File: config.mk
export PLATFORM = sky130hd
export DESIGN_NAME = result_uart_tx
export DESIGN_NICKNAME = d
export VERILOG_FILES = /design/src/rtl/result_tx_pkg.sv /design/src/rtl/uart_tx_byte.sv /design/src/rtl/result_uart_tx.sv
export SDC_FILE = /design/constraint.sdc
export NUM_CORES = 1
export LEC_CHECK = 0
export ABC_AREA = 0
export ABC_CLOCK_PERIOD_IN_PS = 7700
export BUFFER_PORTS_ARGS = -buffer_cell sky130_fd_sc_hd__buf_4
export CAP_MARGIN = 20
export CORE_MARGIN = 2
export CORE_UTILIZATION = 55
export CTS_BUF_LIST = sky130_fd_sc_hd__clkbuf_4
export DETAILED_ROUTE_END_ITERATION = 8
export PLACE_DENSITY = 0.83
export SETUP_SLACK_MARGIN = 0.02
export SYNTH_ARGS = -nofsm -noshare
export SYNTH_HDL_FRONTEND = slang
export SYNTH_SLANG_ARGS = --single-unit
File: constraint.sdc
create_clock -name clk -period 7.7 [get_ports clk]
set_input_delay 0.385 -clock clk [delete_from_list [all_inputs] [get_ports clk]]
set_output_delay 0.385 -clock clk [all_outputs]
set_load 0.01 [all_outputs]
File: src/rtl/result_tx_pkg.sv
// Shared FSM state type and framing constants for the result UART transmit path.
package result_tx_pkg;

  typedef enum logic [2:0] {
    IDLE,
    START,
    DATA,
    STOP,
    DONE
  } tx_state_t;

  localparam int         RESULT_WORDS   = 4;
  localparam int         BYTES_PER_WORD = 2;
  localparam logic [7:0] HEADER_BYTE    = 8'hA5;

endpackage

File: src/rtl/uart_tx_byte.sv
// 8N1 byte serializer: start bit, eight data bits LSB first, stop bit, each CLKS_PER_BIT cycles.
// A load presented in the last stop-bit cycle chains the next byte with no idle gap.
module uart_tx_byte
  import result_tx_pkg::*;
#(
  parameter int CLKS_PER_BIT = 87
) (
  input  logic       clk,
  input  logic       rst_n,
  input  logic       load,
  input  logic [7:0] byte_in,
  output logic       tx,
  output logic       byte_done
);

  localparam int                BAUD_W    = $clog2(CLKS_PER_BIT);
  localparam logic [BAUD_W-1:0] BAUD_LAST = BAUD_W'(CLKS_PER_BIT - 1);

  tx_state_t         state, state_nx;
  logic [BAUD_W-1:0] baud, baud_nx;
  logic [2:0]        bit_idx, bit_idx_nx;
  logic [7:0]        shreg, shreg_nx;
  logic              tx_nx;
  logic              bit_end;

  assign bit_end   = (baud == BAUD_LAST);
  assign byte_done = (state == STOP) && bit_end;

  always_comb begin
    // NOTE: every output gets a default first so no path leaves one unassigned and infers a latch.
    state_nx   = state;
    baud_nx    = baud;
    bit_idx_nx = bit_idx;
    shreg_nx   = shreg;
    tx_nx      = tx;
    if (state == START || state == DATA || state == STOP)
      baud_nx = bit_end ? '0 : baud + BAUD_W'(1);
    unique case (state)
      IDLE: begin
        if (load) begin
          state_nx = START;
          shreg_nx = byte_in;
          tx_nx    = 1'b0;
          baud_nx  = '0;
        end
      end
      START: begin
        if (bit_end) begin
          state_nx   = DATA;
          bit_idx_nx = 3'd0;
          tx_nx      = shreg[0];
        end
      end
      DATA: begin
        if (bit_end) begin
          if (bit_idx == 3'd7) begin
            state_nx   = STOP;
            bit_idx_nx = 3'd0;
            tx_nx      = 1'b1;
          end else begin
            bit_idx_nx = bit_idx + 3'd1;
            shreg_nx   = {1'b0, shreg[7:1]};
            tx_nx      = shreg[1];
          end
        end
      end
      STOP: begin
        if (bit_end) begin
          if (load) begin
            state_nx = START;
            shreg_nx = byte_in;
            tx_nx    = 1'b0;
          end else begin
            state_nx = DONE;
          end
        end
      end
      DONE:    state_nx = IDLE;
      default: state_nx = IDLE;
    endcase
  end

  // NOTE: clocked state uses non-blocking assignments so every register samples pre-edge values.
  always_ff @(posedge clk) begin
    if (!rst_n) begin
      state   <= IDLE;
      baud    <= '0;
      bit_idx <= '0;
      shreg   <= '0;
      tx      <= 1'b1;
    end else begin
      state   <= state_nx;
      baud    <= baud_nx;
      bit_idx <= bit_idx_nx;
      shreg   <= shreg_nx;
      tx      <= tx_nx;
    end
  end

endmodule

File: src/rtl/result_uart_tx.sv
// Snapshots r1..r4 on an end_process rising edge and streams them high byte first over 8N1 UART.
// Define RESULT_TX_HEADER_EN to prefix each stream with the HEADER_BYTE sync byte.
module result_uart_tx
  import result_tx_pkg::*;
#(
  parameter int DATA_W       = 12,
  parameter int CLKS_PER_BIT = 87
) (
  input  logic              clk,
  input  logic              rst_n,
  input  logic              end_process,
  input  logic [DATA_W-1:0] r1,
  input  logic [DATA_W-1:0] r2,
  input  logic [DATA_W-1:0] r3,
  input  logic [DATA_W-1:0] r4,
  output logic              tx,
  output logic              busy,
  output logic              tx_done,
  output logic              overrun
);

`ifdef RESULT_TX_HEADER_EN
  localparam int HDR_BYTES = 1;
`else
  localparam int HDR_BYTES = 0;
`endif
  localparam int         NUM_BYTES = RESULT_WORDS * BYTES_PER_WORD + HDR_BYTES;
  localparam logic [3:0] LAST_IDX  = 4'(NUM_BYTES - 1);

  logic              end_prev;
  logic              trigger;
  logic              accept;
  logic              start_pending;
  logic [3:0]        byte_idx;
  logic [3:0]        sel_idx;
  logic [2:0]        data_idx;
  logic [15:0]       word16;
  logic [7:0]        byte_in;
  logic              load;
  logic              byte_done;
  logic [DATA_W-1:0] shadow [RESULT_WORDS];

  assign trigger = end_process & ~end_prev;
  // The tx_done cycle still counts as busy so a trigger landing there is flagged, not started.
  assign accept  = trigger & ~busy & ~tx_done;
  assign load    = start_pending | (byte_done & (byte_idx != LAST_IDX));

  // The first load sends byte 0; later loads are issued while byte_idx still names the outgoing byte.
  always_comb begin
    sel_idx  = start_pending ? 4'd0 : byte_idx + 4'd1;
    data_idx = 3'(sel_idx - 4'(HDR_BYTES));
    word16   = 16'(shadow[data_idx[2:1]]);
    byte_in  = data_idx[0] ? word16[7:0] : word16[15:8];
`ifdef RESULT_TX_HEADER_EN
    if (sel_idx == 4'd0) byte_in = HEADER_BYTE;
`endif
  end

  // NOTE: the snapshot is pure data, always written before it is read, so it carries no reset.
  always_ff @(posedge clk) begin
    if (accept) begin
      shadow[0] <= r1;
      shadow[1] <= r2;
      shadow[2] <= r3;
      shadow[3] <= r4;
    end
  end

  always_ff @(posedge clk) begin
    if (!rst_n) begin
      end_prev      <= 1'b0;
      busy          <= 1'b0;
      tx_done       <= 1'b0;
      overrun       <= 1'b0;
      start_pending <= 1'b0;
      byte_idx      <= '0;
    end else begin
      end_prev <= end_process;
      tx_done  <= 1'b0;
      if (trigger && (busy || tx_done))
        overrun <= 1'b1;
      if (accept) begin
        busy          <= 1'b1;
        start_pending <= 1'b1;
        byte_idx      <= '0;
      end else if (start_pending) begin
        start_pending <= 1'b0;
      end else if (byte_done) begin
        if (byte_idx == LAST_IDX) begin
          busy     <= 1'b0;
          tx_done  <= 1'b1;
          byte_idx <= '0;
        end else begin
          byte_idx <= byte_idx + 4'd1;
        end
      end
    end
  end

  uart_tx_byte #(
    .CLKS_PER_BIT(CLKS_PER_BIT)
  ) u_byte (
    .clk      (clk),
    .rst_n    (rst_n),
    .load     (load),
    .byte_in  (byte_in),
    .tx       (tx),
    .byte_done(byte_done)
  );

endmodule

==> impl_metrics.tcl, run 1 <==
set metrics [dict create \
    status "completed" \
    syn_inst 279 \
    path_buf_inv 0 \
    rows 28 \
    min_period_over_period_pct 28.9 \
    cts_resized 0 \
    max_stage_delay_ns 0.83 \
    p_comb_share_pct 7.3 \
    core-area_mm2 0.00599 \
    critical_path_class "flop to flop" \
    first_pass_iters 4 \
    detail-route-antenna-nets 0 \
    io_buffers 54 \
    p_seq_share_pct 59.7 \
    worstMarginPinSlew_ns 0.940 \
    p_switching_mw 0.195 \
    worst-path-max-fanout 16 \
    relSlewSlack_pct 37.1 \
    synth-main-ff-cell "edfxtp_1" \
    drt_iter0_markers 160 \
    ys_seq_elements 79 \
    cts_made_buffers 9 \
    hold_depth 1 \
    grt_overflow_total 0 \
    fillers 417 \
    async_flop_share_pct 0 \
    grt_start_max_net_pins 51 \
    rsz0062_at_grt "false" \
    yosysWarnings 0 \
    ios 55 \
    required_ns 8.05 \
    track_usage_pct 20.2 \
    cp.arrival_ns 2.57 \
    via_count 2333 \
    grt_pass1_vias 2384 \
    critPathLaunchType "flop" \
    critPathTopFamily "simple AND/OR/NAND/NOR gates" \
    ys_seq_area_share_pct 60.1 \
    slowest_stage "nor3b_2" \
    r2r_cells 5 \
    synth_top_area_share_pct 42.0 \
    layout-drive-gt1-share_pct 25.7 \
    hold_viol_final 0 \
    cts_buffer_depth 2 \
    grt_pass1_wl_um 11000 \
    period_needed_ns 2.22 \
    yosysUniqueCellTypes 51 \
    hpwl_um 4350 \
    wirelength_um 6370 \
    peakVddDrop_mv 0.197 \
    ctsRootBufferMaster "clkbuf_4" \
    syn_nets 335 \
    clock_power_share_pct 33.0 \
    fp.dieH_um 83.0 \
    clk_latency_ns 0.44 \
    path_cells "nor3b_2 > a311o_1 > o211a_4 > a21oi_1 > o22a_1" \
    areaGrowthSynthToFinish_pct 17.9 \
    drv_cap 0 \
    clock_sinks 79 \
    cts_tree "done" \
    die_w_um 83.0 \
    end_kind "flop" \
    synth_area_leaders "edfxtp_1 (42%), dfxtp_1 (18%), mux4_2 (3.9%)" \
    gp_congestion 0.862 \
    nets 390 \
    slew_viol_final 0 \
    ctsHoldBuffers 0 \
    vias_per_cell 5.64 \
    post_drt_wl_per_cell_um 15.4 \
    clock-skew-final_ns 0.0185 \
    synth_area_mm2 0.00343 \
    setup_tns_ns 0 \
    antenna_found_initial 0 \
    postCtsSetupBuffers 0 \
    hold_path.class "input pin to flop" \
    clkTransAtPathRegs_ns 0.14 \
    leakagePower_nw 1.50 \
    p_int_mw 0.609 \
    syn_avg_cell_area_um2 12.3 \
    htree_num_levels 3 \
    power_density_mw_per_mm2 199 \
    setup_violations 0 \
    max_clock_freq_mhz 449 \
    cp_num_cells 5 \
    die_area_mm2 0.00689 \
    start_util_pct 57.3 \
    netSwitchingFraction_pct 24.2 \
    total_power_mw 0.804 \
    synth_top_area_cell "edfxtp_1" \
    synth-edff-count 48 \
    drcViolationCount 0 \
    diodes 0 \
]
[synth_stat cells, types with 2 or more instances]
library cell	instances
dfxtp_1	31
a31oi_1	2
a211oi_1	2
o22ai_1	2
a21o_1	2
edfxtp_1	48
o211ai_1	3
nor2b_1	16
nand4_1	3
xnor2_1	2
a32oi_1	2
ha_1	5
mux4_2	6
nand2_1	12
o22a_1	2
o21ai_0	8
o21ai_1	2
a21oi_1	14
buf_2	3
a221oi_1	2
nor4_1	2
buf_6	2
o211a_1	2
xor2_1	6
mux2i_1	13
a22oi_1	5
nor3_1	6
nand4b_1	2
nor2_1	33
clkbuf_1	6
inv_1	5
nand2b_1	9
nand3_1	3
[worst register-to-register path, delay by kind of cell (launching register included)]
family / cells / cell delay [ns]
AO/OA/AOI/OAI: 4 / 0.76
flip-flops: 1 / 0.55
AND/OR/NAND/NOR: 1 / 0.84
[final timing paths]
kind | from | to | slack (ns)
worst min register to register | overrun | overrun | 0.50
worst min-delay path | r2[8] | shadow[1][8] | 0.11
worst max-delay path | u_byte.state[1] | u_byte.shreg[1] | 5.48
worst max register to register | u_byte.state[1] | u_byte.shreg[1] | 5.48
[cell type report]
type                    count  area (um^2)  share of cell area [%]
clock inverters             7         86.3                    2.13
well taps                  75         93.8                    2.32
clock buffers               9         67.6                    1.67
inverters                   5         18.8                   0.464
repair buffers             56          420                    10.4
flip-flops and latches     79         2060                    51.0
multi-input cells         183         1290                    32.0
[power by group through the flow]
stage | Clock [mW] | Combinational [mW] | Sequential (mW)
after global placement | 0 | 0.0567 | 0.488
after detailed placement | 0 | 0.0588 | 0.489
after CTS | 0.272 | 0.0592 | 0.480
after global routing | 0.290 | 0.0653 | 0.482
after floorplan | 0 | 0.0318 | 0.487
final | 0.265 | 0.0586 | 0.480
[per-stage QoR]
step	hold slack [ns]	area, um^2	utilization (%)	worst slack [ns]	cells
after floorplan	0.446	3430	-	3.29	279
after global placement	0.457	3890	64.9	5.55	398
after detailed placement	0.469	3890	64.9	5.47	398
after CTS	0.0855	4040	67.5	5.48	414
after global routing	0.0651	4040	67.5	5.26	414
final	0.107	4040	67.5	5.48	414
[sequential cells by signal, indices dropped and copies added, names as in the netlist]
register,count
u_byte.shreg,8
u_byte.baud,7
byte_idx,4
u_byte.bit_idx,3
overrun,1
shadow,48
u_byte.state,3
busy,1
end_prev,1
u_byte.tx,1
tx_done,1
start_pending,1
[placed cells by master, fill, tap and decap left out, types with 3 or more instances in the layout]
cell      instances
nand2b_1          9
mux2i_1          13
o211ai_1          3
a22oi_1           5
o21ai_0           8
buf_4            56
nor3_1            5
a21oi_1          14
nor2_1           33
clkbuf_4          9
xor2_1            5
mux4_2            6
nand2_1          12
dfxtp_1          31
nor2b_1          16
nand4_1           3
edfxtp_1         48
ha_1              5
inv_1             5
nand3_1           3
inv_6             3
[routing by layer]
layer	GRT usage, %	vias up	wire length, um
li1	-	1146	-
met1	24.2	1129	2690
met2	34.8	49	3330
met3	6.06	9	250
met4	6.41	0	95
met5	0	-	0
[logic make-up after synthesis]
group | count (synthesis) | share of synthesized area, %
multiplexers | 19 | 7.73
AO/OA/AOI/OAI | 56 | 11.3
buffers and inverters | 17 | 2.52
flip-flops | 79 | 60.1
adder cells (fa/ha/maj) | 5 | 1.82
AND/OR/NAND/NOR | 95 | 14.5
XOR/XNOR | 8 | 2.04
No activity file was read; power rests on OpenSTA's default activity.
==> inputs of run 2 (changes only) <==
- ABC_CLOCK_PERIOD_IN_PS: 7700 -> 1800
- CORE_UTILIZATION: 55 -> 53
- clock period: 7.7 -> 1.8 ns (I/O delays scaled with it)
==> run 2 against run 1 <==
The flow now finishes with violations (setup timing). Routed wire length is 85% higher. Highest routed layer unchanged. Critical path depth is 4 higher. Clock skew hardly changed.
==> impl_metrics.tcl, run 2 (synthesized netlist as in run 1, its figures left out) <==
set metrics [dict create \
    setup_tns_ns -1.18 \
    ff_latch_area_mm2 0.00207 \
    layout-drive-gt1-share_pct 33.4 \
    clock_sinks 79 \
    total_power_mw 3.63 \
    crit_end "u_byte.shreg[1]" \
    wirelength_um 11800 \
    setup_violations 11 \
    worstMarginPinSlew_ns 0.497 \
    netSwitchingFraction_pct 25.5 \
    hpwl_um 4620 \
    rows 29 \
    cts_made_buffers 9 \
    r2r_cells 9 \
    multi_input_area_mm2 0.00144 \
    vias_per_cell 6.34 \
    p_comb_share_pct 12.0 \
    io_buffers 54 \
    period_needed_ns 1.98 \
    grt_pass1_vias 3027 \
    peakVddDrop_mv 0.607 \
    dpl_cell_area_mm2 0.00411 \
    end_kind "flop" \
    die_area_mm2 0.00713 \
    rsz0062_at_grt "true" \
    max_stage_delay_ns 0.35 \
    cts_buffer_depth 2 \
    met1_usage_pct 36.6 \
    largest_reg_flops 48 \
    leakagePower_nw 1.92 \
    first_pass_iters 6 \
    diodes 0 \
    fin_ws_ns -0.179 \
    via_count 3162 \
    antenna_found_initial 0 \
    nets 473 \
    clock-skew-final_ns 0.0184 \
    die_w_um 84.5 \
    post_drt_wl_per_cell_um 23.6 \
    grt_util_met3_pct 6.59 \
    power_density_mw_per_mm2 726 \
    start_util_pct 54.3 \
    grt_use_met2_pct 50.7 \
    gp_congestion 0.871 \
    status "finished with violations" \
    clkTransAtPathRegs_ns 0.14 \
    hold_viol_final 0 \
    hold_path.class "input pin to flop" \
    rr_startpoint "u_byte.baud[0]" \
    required_ns 2.18 \
    relSlewSlack_pct 66.5 \
    track_usage_pct 29.6 \
    violations "setup timing" \
    r2r_slack_ns -0.18 \
    grt_overflow_total 0 \
    fin_area_mm2 0.00501 \
    htree_num_levels 3 \
    clk_latency_ns 0.45 \
    holdWs_ns 0.357 \
    cp-startpoint "u_byte.baud[0]" \
    top_regs "shadow: 48 flops, u_byte.shreg: 8 flops, u_byte.baud: 7 flops" \
    grt_start_max_net_pins 51 \
    p_switching_mw 0.927 \
    most-common-layout-cells "buf_4 (79), dlygate4sd3_1 (51), edfxtp_1 (48)" \
    path_common_cell "buf_4" \
    fp.dieH_um 84.5 \
    grt_pass1_wl_um 15900 \
    ctsRootBufferMaster "clkbuf_4" \
    p_seq_share_pct 56.8 \
    max_clock_freq_mhz 505 \
    path_cells "inv_1 > ha_1 > nand4b_1 > buf_4 > nor2_4 > o211a_4 > clkbuf_4 > buf_4 > o22a_1" \
    critical_path_class "flop to flop" \
    cp.arrival_ns 2.36 \
    layout.cells.most_common "buf_4" \
    slew_viol_final 0 \
    p_int_mw 2.71 \
    drt_iter0_markers 342 \
    reg2reg_to "u_byte.shreg[1]" \
    top_usage_layer "met2" \
    core-area_mm2 0.00631 \
    cts_tree "done" \
    ios 55 \
    areaGrowthSynthToFinish_pct 45.9 \
    worst-path-max-fanout 9 \
    drv_cap 0 \
    clock_power_share_pct 31.2 \
    fillers 302 \
    critPathLaunchType "flop" \
    drcViolationCount 0 \
    largest_register "shadow" \
    slowest_stage "dfxtp_2" \
    min_period_over_period_pct 110 \
    detail-route-antenna-nets 0 \
]
[run 2: changes by cell type in the layout (fill, tap and decap cells not counted), sizes merged]
cell,previous run,this run
clkinvlp,1,2
clkinv,0,2
clkbuf,9,12
buf,56,87
inv,10,5
dlygate4sd3,0,51
[run 2: metal layers]
| layer | wire, um | vias up |
|---|---|---|
| li1 | - | 1313 |
| met1 | 4270 | 1515 |
| met2 | 5750 | 260 |
| met3 | 1080 | 74 |
| met4 | 654 | 0 |
| met5 | 0 | - |
[run 2: worst min-delay path by stage]
stage,from,to,slack [ns],depth (start not counted)
global route,r1[4],shadow[0][4],0.34,2
CTS,r4[1],shadow[3][1],0.36,2
floorplan,r1[0],shadow[0][0],0.19,0
finish,r2[11],shadow[1][11],0.36,2
global placement,r2[3],shadow[1][3],0.27,1
detailed placement,r2[8],shadow[1][8],0.27,1
[run 2: timing repair]
item / in CTS / in global routing
endpoints found under the setup margin: 8 / 15
pin swaps: 1 / 17
hold buffers: 51 / 0
endpoints found under the hold margin: 58 / 0
resized for setup: 3 / 28
setup buffers: 2 / 8
[run 2: worst max-delay path, delay by kind of cell, from the launching register on]
| family | cells | cell delay (ns) |
|---|---|---|
| compound gates | 2 | 0.42 |
| fa+ha+maj | 1 | 0.19 |
| buf+inv | 4 | 0.61 |
| flops | 1 | 0.35 |
| simple gates | 2 | 0.35 |
[run 2: cell type report]
| type | count | share of cell area (%) |
|---|---|---|
| tap | 77 | 1.92 |
| clock buffer | 11 | 1.65 |
| inverter | 5 | 0.375 |
| clock inverter | 5 | 1.17 |
| multi-input combinational | 183 | 28.8 |
| timing repair buffer | 139 | 24.8 |
| sequential | 79 | 41.3 |
[run 2: per-stage QoR]
step,std cells,util [%],setup slack [ns]
global placement,422,65.1,0.0164
detailed placement,422,65.1,-0.0368
global route,499,79.3,-0.235
floorplan,279,-,-0.318
finish,499,79.3,-0.179
CTS,491,76.3,0.00473
[run 2: power by group through the flow]
stage                     Clock (mW)  Sequential [mW]  Combinational, mW
after global routing            1.21             2.07              0.456
after CTS                       1.08             2.04              0.374
after floorplan                    0             2.08              0.140
final                           1.13             2.06              0.435
after global placement             0             2.08              0.273
after detailed placement           0             2.09              0.284
